### config.mk
export PLATFORM = sky130hd
export DESIGN_NAME = arith_mult_arb
export DESIGN_NICKNAME = d
export VERILOG_FILES = /design/src/rtl/arith_mult_core_pkg.sv /design/src/rtl/arith_mult_arb_pkg.sv /design/src/rtl/arith_mult_arb_rr.sv /design/src/rtl/arith_mult_core.sv /design/src/rtl/arith_mult_arb.sv
export SDC_FILE = /design/constraint.sdc
export NUM_CORES = 2
export LEC_CHECK = 0
export CORE_ASPECT_RATIO = 0.75
export CORE_MARGIN = 2
export CORE_UTILIZATION = 42
export DETAILED_ROUTE_END_ITERATION = 8
export SLEW_MARGIN = 20
export SYNTH_ARGS = -nofsm -noshare
export SYNTH_HDL_FRONTEND = slang
export SYNTH_HIERARCHICAL = 1
export SYNTH_SLANG_ARGS = --single-unit
### constraint.sdc
create_clock -name clk -period 20.6 [get_ports clk]
set_input_delay 4.12 -clock clk [delete_from_list [all_inputs] [get_ports clk]]
set_output_delay 4.12 -clock clk [all_outputs]
set_load 0.02 [all_outputs]
### src/rtl/arith_mult_core_pkg.sv
// Shared constants for the pipelined unsigned multiplier core.
package arith_mult_core_pkg;

  // Register stages between the core's operand inputs and its product output.
  localparam int unsigned CORE_LATENCY = 6;

  function automatic int unsigned get_latency();
    return CORE_LATENCY;
  endfunction

endpackage

### src/rtl/arith_mult_arb_pkg.sv
// Types and latency helper for the shared-multiplier arbiter.
// Optional feature macro: ARITH_MULT_ARB_OUT_REG_EN (adds an output register stage).
package arith_mult_arb_pkg;

  // Widest requester index the tracking pipe can carry. The instantiating
  // module must keep $clog2(NB_REQ) at or below this; the id field is
  // zero-extended on entry and sliced back to REQ_W at the tail.
  localparam int unsigned TRK_ID_W = 8;

  // One entry of the {vld, id} tracking pipe that runs beside the core.
  typedef struct packed {
    logic                vld;
    logic [TRK_ID_W-1:0] id;
  } trk_entry_t;

  // Cycles from the transfer edge to the product on the outputs:
  // one operand register stage, the core, and the optional output register.
  function automatic int unsigned get_latency();
`ifdef ARITH_MULT_ARB_OUT_REG_EN
    return 2 + arith_mult_core_pkg::get_latency();
`else
    return 1 + arith_mult_core_pkg::get_latency();
`endif
  endfunction

endpackage

### src/rtl/arith_mult_arb_rr.sv
// Round-robin picker for the shared multiplier: combinational one-hot grant
// plus the pointer register remembering the last granted requester.
module arith_mult_arb_rr
  import arith_mult_arb_pkg::*;
#(
  parameter int unsigned NB_REQ = 4,
  parameter int unsigned REQ_W  = $clog2(NB_REQ)
) (
  input  logic              clk,
  input  logic              s_rst_n,
  input  logic [NB_REQ-1:0] req,
  output logic [NB_REQ-1:0] gnt,
  output logic [REQ_W-1:0]  gnt_id
);

  logic [REQ_W-1:0] ptr;
  logic             found;

  // Search from ptr+1 upward with wrap; first valid request wins. No grant in reset.
  always_comb begin
    int unsigned idx;
    gnt    = '0;
    gnt_id = '0;
    found  = 1'b0;
    idx    = 0;
    for (int unsigned k = 1; k <= NB_REQ; k++) begin
      idx = (32'(ptr) + k) % NB_REQ;
      if (s_rst_n && !found && req[REQ_W'(idx)]) begin
        found                = 1'b1;
        gnt[REQ_W'(idx)]     = 1'b1;
        gnt_id               = REQ_W'(idx);
      end
    end
  end

  // Pointer moves to the winner only when something is granted; reset gives requester 0 first priority.
  always_ff @(posedge clk) begin
    if (!s_rst_n) begin
      ptr <= REQ_W'(NB_REQ - 1);
    end else if (found) begin
      ptr <= gnt_id;
    end
  end

endmodule

### src/rtl/arith_mult_core.sv
// Pipelined unsigned OP_W x OP_W multiplier with a fixed, non-stalling latency.
// The product is formed at the first stage and then carried through the rest,
// giving the DSP tools registers to absorb into the multiplier block.
module arith_mult_core
  import arith_mult_core_pkg::*;
#(
  parameter int unsigned OP_W    = 32,
  parameter int unsigned LATENCY = arith_mult_core_pkg::get_latency()
) (
  input  logic              clk,
  input  logic [OP_W-1:0]   a,
  input  logic [OP_W-1:0]   b,
  output logic [2*OP_W-1:0] z
);

  logic [2*OP_W-1:0] stage [LATENCY];
  logic [2*OP_W-1:0] prod;

  // Full-width unsigned product of the current operands.
  always_comb begin
    prod = {{OP_W{1'b0}}, a} * {{OP_W{1'b0}}, b};
  end

  // Data-only shift pipe; no reset so it maps cleanly onto DSP/SRL resources.
  always_ff @(posedge clk) begin
    stage[0] <= prod;
    for (int k = 1; k < int'(LATENCY); k++) begin
      stage[k] <= stage[k-1];
    end
  end

  assign z = stage[LATENCY-1];

endmodule

### src/rtl/arith_mult_arb.sv
// Shares one pipelined multiplier between NB_REQ requesters. A round-robin
// picker grants at most one request per cycle; the granted operands are
// registered (S0) into the core, and a {vld, id} pipe tracks each product so
// it is returned to its originator with a one-hot valid.
// Optional feature macro: ARITH_MULT_ARB_OUT_REG_EN re-registers out_z,
// out_id and out_vld (one extra cycle, out_z resets to 0).
module arith_mult_arb
  import arith_mult_arb_pkg::*;
#(
  parameter int unsigned NB_REQ = 4,
  parameter int unsigned OP_W   = 32,
  parameter int unsigned REQ_W  = $clog2(NB_REQ)
) (
  input  logic                   clk,
  input  logic                   s_rst_n,
  input  logic [NB_REQ*OP_W-1:0] in_a,
  input  logic [NB_REQ*OP_W-1:0] in_b,
  input  logic [NB_REQ-1:0]      in_vld,
  output logic [NB_REQ-1:0]      in_rdy,
  output logic [2*OP_W-1:0]      out_z,
  output logic [REQ_W-1:0]       out_id,
  output logic [NB_REQ-1:0]      out_vld,
  output logic                   busy
);

  localparam int unsigned CORE_LAT = arith_mult_core_pkg::get_latency();

  logic [NB_REQ-1:0] gnt;
  logic [REQ_W-1:0]  gnt_id;
  logic [OP_W-1:0]   a_arr [NB_REQ];
  logic [OP_W-1:0]   b_arr [NB_REQ];

  logic              s0_vld;
  logic [REQ_W-1:0]  s0_id;
  logic [OP_W-1:0]   s0_a;
  logic [OP_W-1:0]   s0_b;

  trk_entry_t        trk [CORE_LAT];
  logic              vld_last;
  logic [REQ_W-1:0]  id_last;
  logic [NB_REQ-1:0] vld_oh;
  logic [2*OP_W-1:0] core_z;

  arith_mult_arb_rr #(
    .NB_REQ (NB_REQ),
    .REQ_W  (REQ_W)
  ) u_rr (
    .clk     (clk),
    .s_rst_n (s_rst_n),
    .req     (in_vld),
    .gnt     (gnt),
    .gnt_id  (gnt_id)
  );

  assign in_rdy = gnt;

  // Unpack the flat operand buses so the granted slice is a plain array read.
  for (genvar gi = 0; gi < NB_REQ; gi++) begin : g_unpack
    assign a_arr[gi] = in_a[gi*OP_W +: OP_W];
    assign b_arr[gi] = in_b[gi*OP_W +: OP_W];
  end

  // S0 control: valid follows the grant every cycle; id is kept between grants.
  always_ff @(posedge clk) begin
    if (!s_rst_n) begin
      s0_vld <= 1'b0;
      s0_id  <= '0;
    end else begin
      s0_vld <= |gnt;
      if (|gnt) begin
        s0_id <= gnt_id;
      end
    end
  end

  // S0 operands: loaded only on a grant to avoid toggling the core when idle.
  always_ff @(posedge clk) begin
    if (|gnt) begin
      s0_a <= a_arr[gnt_id];
      s0_b <= b_arr[gnt_id];
    end
  end

  arith_mult_core #(
    .OP_W    (OP_W),
    .LATENCY (CORE_LAT)
  ) u_core (
    .clk (clk),
    .a   (s0_a),
    .b   (s0_b),
    .z   (core_z)
  );

  // Tracking pipe mirrors the core depth; reset drops every in-flight product.
  always_ff @(posedge clk) begin
    if (!s_rst_n) begin
      for (int k = 0; k < int'(CORE_LAT); k++) begin
        trk[k] <= '0;
      end
    end else begin
      trk[0] <= '{vld: s0_vld, id: TRK_ID_W'(s0_id)};
      for (int k = 1; k < int'(CORE_LAT); k++) begin
        trk[k] <= trk[k-1];
      end
    end
  end

  assign vld_last = trk[CORE_LAT-1].vld;
  assign id_last  = trk[CORE_LAT-1].id[REQ_W-1:0];

  // Decode the tail id into a one-hot valid, gated by the tail valid.
  for (genvar gi = 0; gi < NB_REQ; gi++) begin : g_onehot
    assign vld_oh[gi] = vld_last && (id_last == REQ_W'(gi));
  end

  // busy covers the operand stage and every tracked stage of the core.
  always_comb begin
    busy = s0_vld;
    for (int k = 0; k < int'(CORE_LAT); k++) begin
      busy = busy | trk[k].vld;
    end
  end

`ifdef ARITH_MULT_ARB_OUT_REG_EN
  // Output register; payload loads only with a result, so out_z stays 0 until the first product.
  always_ff @(posedge clk) begin
    if (!s_rst_n) begin
      out_z   <= '0;
      out_id  <= '0;
      out_vld <= '0;
    end else begin
      out_vld <= vld_oh;
      if (vld_last) begin
        out_z  <= core_z;
        out_id <= id_last;
      end
    end
  end
`else
  // Outputs straight from the core and the tracking-pipe tail; out_z is qualified by out_vld only.
  assign out_z   = core_z;
  assign out_id  = id_last;
  assign out_vld = vld_oh;
`endif

endmodule

==> run summary <==
Outcome - complete, no violations
Worst path most repeated cell - clkdlybuf4s50_1
Vias per inst - 4.952
Max cap viols - 0
GR Util All Layers - 21.78%
Drt drc - 0
TritonCTS clock tree - built
Post-synth EDFFs - 64
Peak Freq - 91.23 MHz
Num CTS Buffers - 47
CP max FO - 27
Worst r2r src - s0_b[21]
Synth Flop Type - dfxtp_1
Core Util, Final - 48.31%
Setup-failing EPs final - 0
Synth area leader - fa_1
Global-route wire length before repair - 185.1 mm
Slew Viols, Final - 0
First-pass DRT Iterations - 5
Reg-to-reg endpoint - u_core/stage[0][61]
Synth warn - 6
Post-synthesis net count - 5732
Top post-synthesis cells by area - fa_1 39%, dfxtp_1 18%, and2_1 8.5%
Root buffer cell - clkbuf_16
RSZ-0062 raised after global routing - no
Critical Path End Type - primary output
Grt ovf - 0
Critical Path AT - 6.84 ns
Synth Cell Area - 45540 um^2
Initial antenna violation count - 0
Pin count of the biggest net entering global routing - 36
Slew HR - 29.20%
Chip width - 384.2 um
Kind of critical path - input pin to primary output
Hold Crit Depth - 0
Clock Sinks - 471
Hold Crit Class - register to register
Starting density of the core - 42.42%
Worst setup SP type - input pin
Setup ws final - 9.639 ns
Hold Startpoint - u_core/stage[0][42]
CP peak stage delay - 0.83 ns
Clock transition at path regs - 0.06 ns
I/O Buffers - 336
Worst Reg-to-Reg Cells - 25
Min Tclk post-route - 10.96 ns
Dpl ws - 9.622 ns
Cell Rows - 104
Critical Path RT - 16.48 ns
Commonest cells after routing, fill and taps aside - 896 x fa_1, 869 x inv_1, 617 x and2_1
Crit-path cells - clkdlybuf4s50_1 -> nor2b_1 -> a2bb2oi_1 -> nor3_2 -> a221o_1 -> clkdlybuf4s50_1
Tcrit/Tclk final - 53.21%
Vias post-DR - 29.69k
Routed length per instance - 19.75 um
Vert. Die Dim - 289.2 um
Hold-fix buffers, CTS - 0
Syn Inst Count - 4304
Final Hold Viols - 0
H-tree levels - 2
Top-area cell type share of the netlist area - 39.39%
Internal reg-to-reg setup slack - 11.90 ns
Vias in the first global route - 31.34k
Antenna-violating nets left - 0
Routed WL - 118.4 mm
I/O pins - 337
DIE AREA - 111100 um^2
Placer Congestion - 0.8646
Fin Hold WS - 0.3171 ns
DP HPWL - 90.25 mm
Clock Latency Late Sink - 0.61 ns
Worst Tran Pin Value - 1.062 ns
Hold Path Sink - u_core/stage[1][42]
Sequential share of the synthesized area - 22.11%
Post-CTS Resized - 0
Final nets - 5954
Post-CTS setup buffer count - 0
Share of cells above drive strength 1 - 5.282%
Core Area - 107400 um^2
Synth cell types - 83
Setup TNS - 0 ns
CTS max path bufs - 3
Initial drt markers - 2038
Async SR Flop Fraction - 0%
Leading cell type in the layout, fill and taps excluded - fa_1
CP max-delay cell - clkdlybuf4s50_1
Register bit total from synthesis - 471
Area growth syn-to-layout - 13.87%
Synth Area per Inst - 10.58 um^2
Clock skew - 0.02324 ns
-- flip-flops by register name (all words and copies together), names as in the netlist --
register / cells
s0_vld: 1
u_rr/ptr: 2
u_core/stage: 384
s0_id: 2
trk: 18
s0_b: 32
s0_a: 32
-- area by class of cell --
cell class | instances | area (um^2)
well taps | 1431 | 1790
diodes | 1 | 2.502
fillers | 9961 | 55490
clock inverters | 20 | 241.5
repair buffers | 405 | 3881
inverters | 871 | 3269
clock buffers | 66 | 1359
multi-input cells | 2730 | 31250
flip-flops and latches | 471 | 10070
-- metal layers --
metal	track usage [%]	share of wire (%)	wire [um]
met5	0	0	0
met4	4.127	1.8	2094
met3	6.025	10	11960
met2	30.47	40	47830
met1	33.61	48	56510
-- cell families (layout without fill, tap and decap cells) --
kind of cell	count (synthesis)	in the layout	share of synthesized area, %
muxes	73	73	3.475
buffers and inverters	1103	1362	9.338
other	0	1	0
adders and majority gates	1166	1166	46.80
AOI/OAI and AO/OA	216	216	3.179
xor gates and xnor gates	62	62	1.192
and+or+nand+nor	1213	1213	13.90
DFF	471	471	22.11
-- worst max path at each step --
stage / from / cells after the start / end
after detailed placement: s_rst_n / 6 / in_rdy[0]
after global routing: s_rst_n / 6 / in_rdy[0]
final: s_rst_n / 6 / in_rdy[0]
after CTS: s_rst_n / 6 / in_rdy[0]
after floorplan: in_vld[0] / 4 / in_rdy[2]
after global placement: s_rst_n / 6 / in_rdy[1]
-- Yosys cell counts, types with 3 or more instances --
cell type / count
xor2_1: 24
nand3_1: 10
xnor2_1: 38
and4_1: 3
o21ai_1: 13
clkbuf_1: 204
fa_1: 896
and2_1: 617
a31oi_1: 9
a21o_1: 27
o211ai_1: 8
nor2_1: 25
nand4_1: 13
nor2b_1: 6
and3_1: 7
mux2i_1: 4
buf_6: 8
a211oi_1: 5
buf_2: 9
o21a_1: 9
nand2_1: 492
a21oi_1: 67
o21ai_0: 34
ha_1: 270
nand3b_1: 5
nand2b_1: 3
a221o_1: 4
nor3_1: 10
mux4_2: 68
dfxtp_1: 407
o21bai_1: 7
a311oi_1: 4
inv_1: 870
buf_4: 8
edfxtp_1: 64
a41oi_1: 3
-- critical path, delay by kind of cell --
family | cells | cell delay [ns]
compound gates | 2 | 0.87
buf+inv | 2 | 1.39
simple gates | 2 | 0.46
-- stage by stage --
| step | std cells | cell area, um^2 |
|---|---|---|
| after detailed placement | 5908 | 50260 |
| final | 5995 | 51860 |
| after CTS | 5994 | 51860 |
| after floorplan | 4304 | 45540 |
| after global placement | 5908 | 50260 |
| after global routing | 5994 | 51860 |
Power is left out: the tool's default activity adds up to more than one toggle a clock period on the data nets, which glitch-free logic cannot reach.
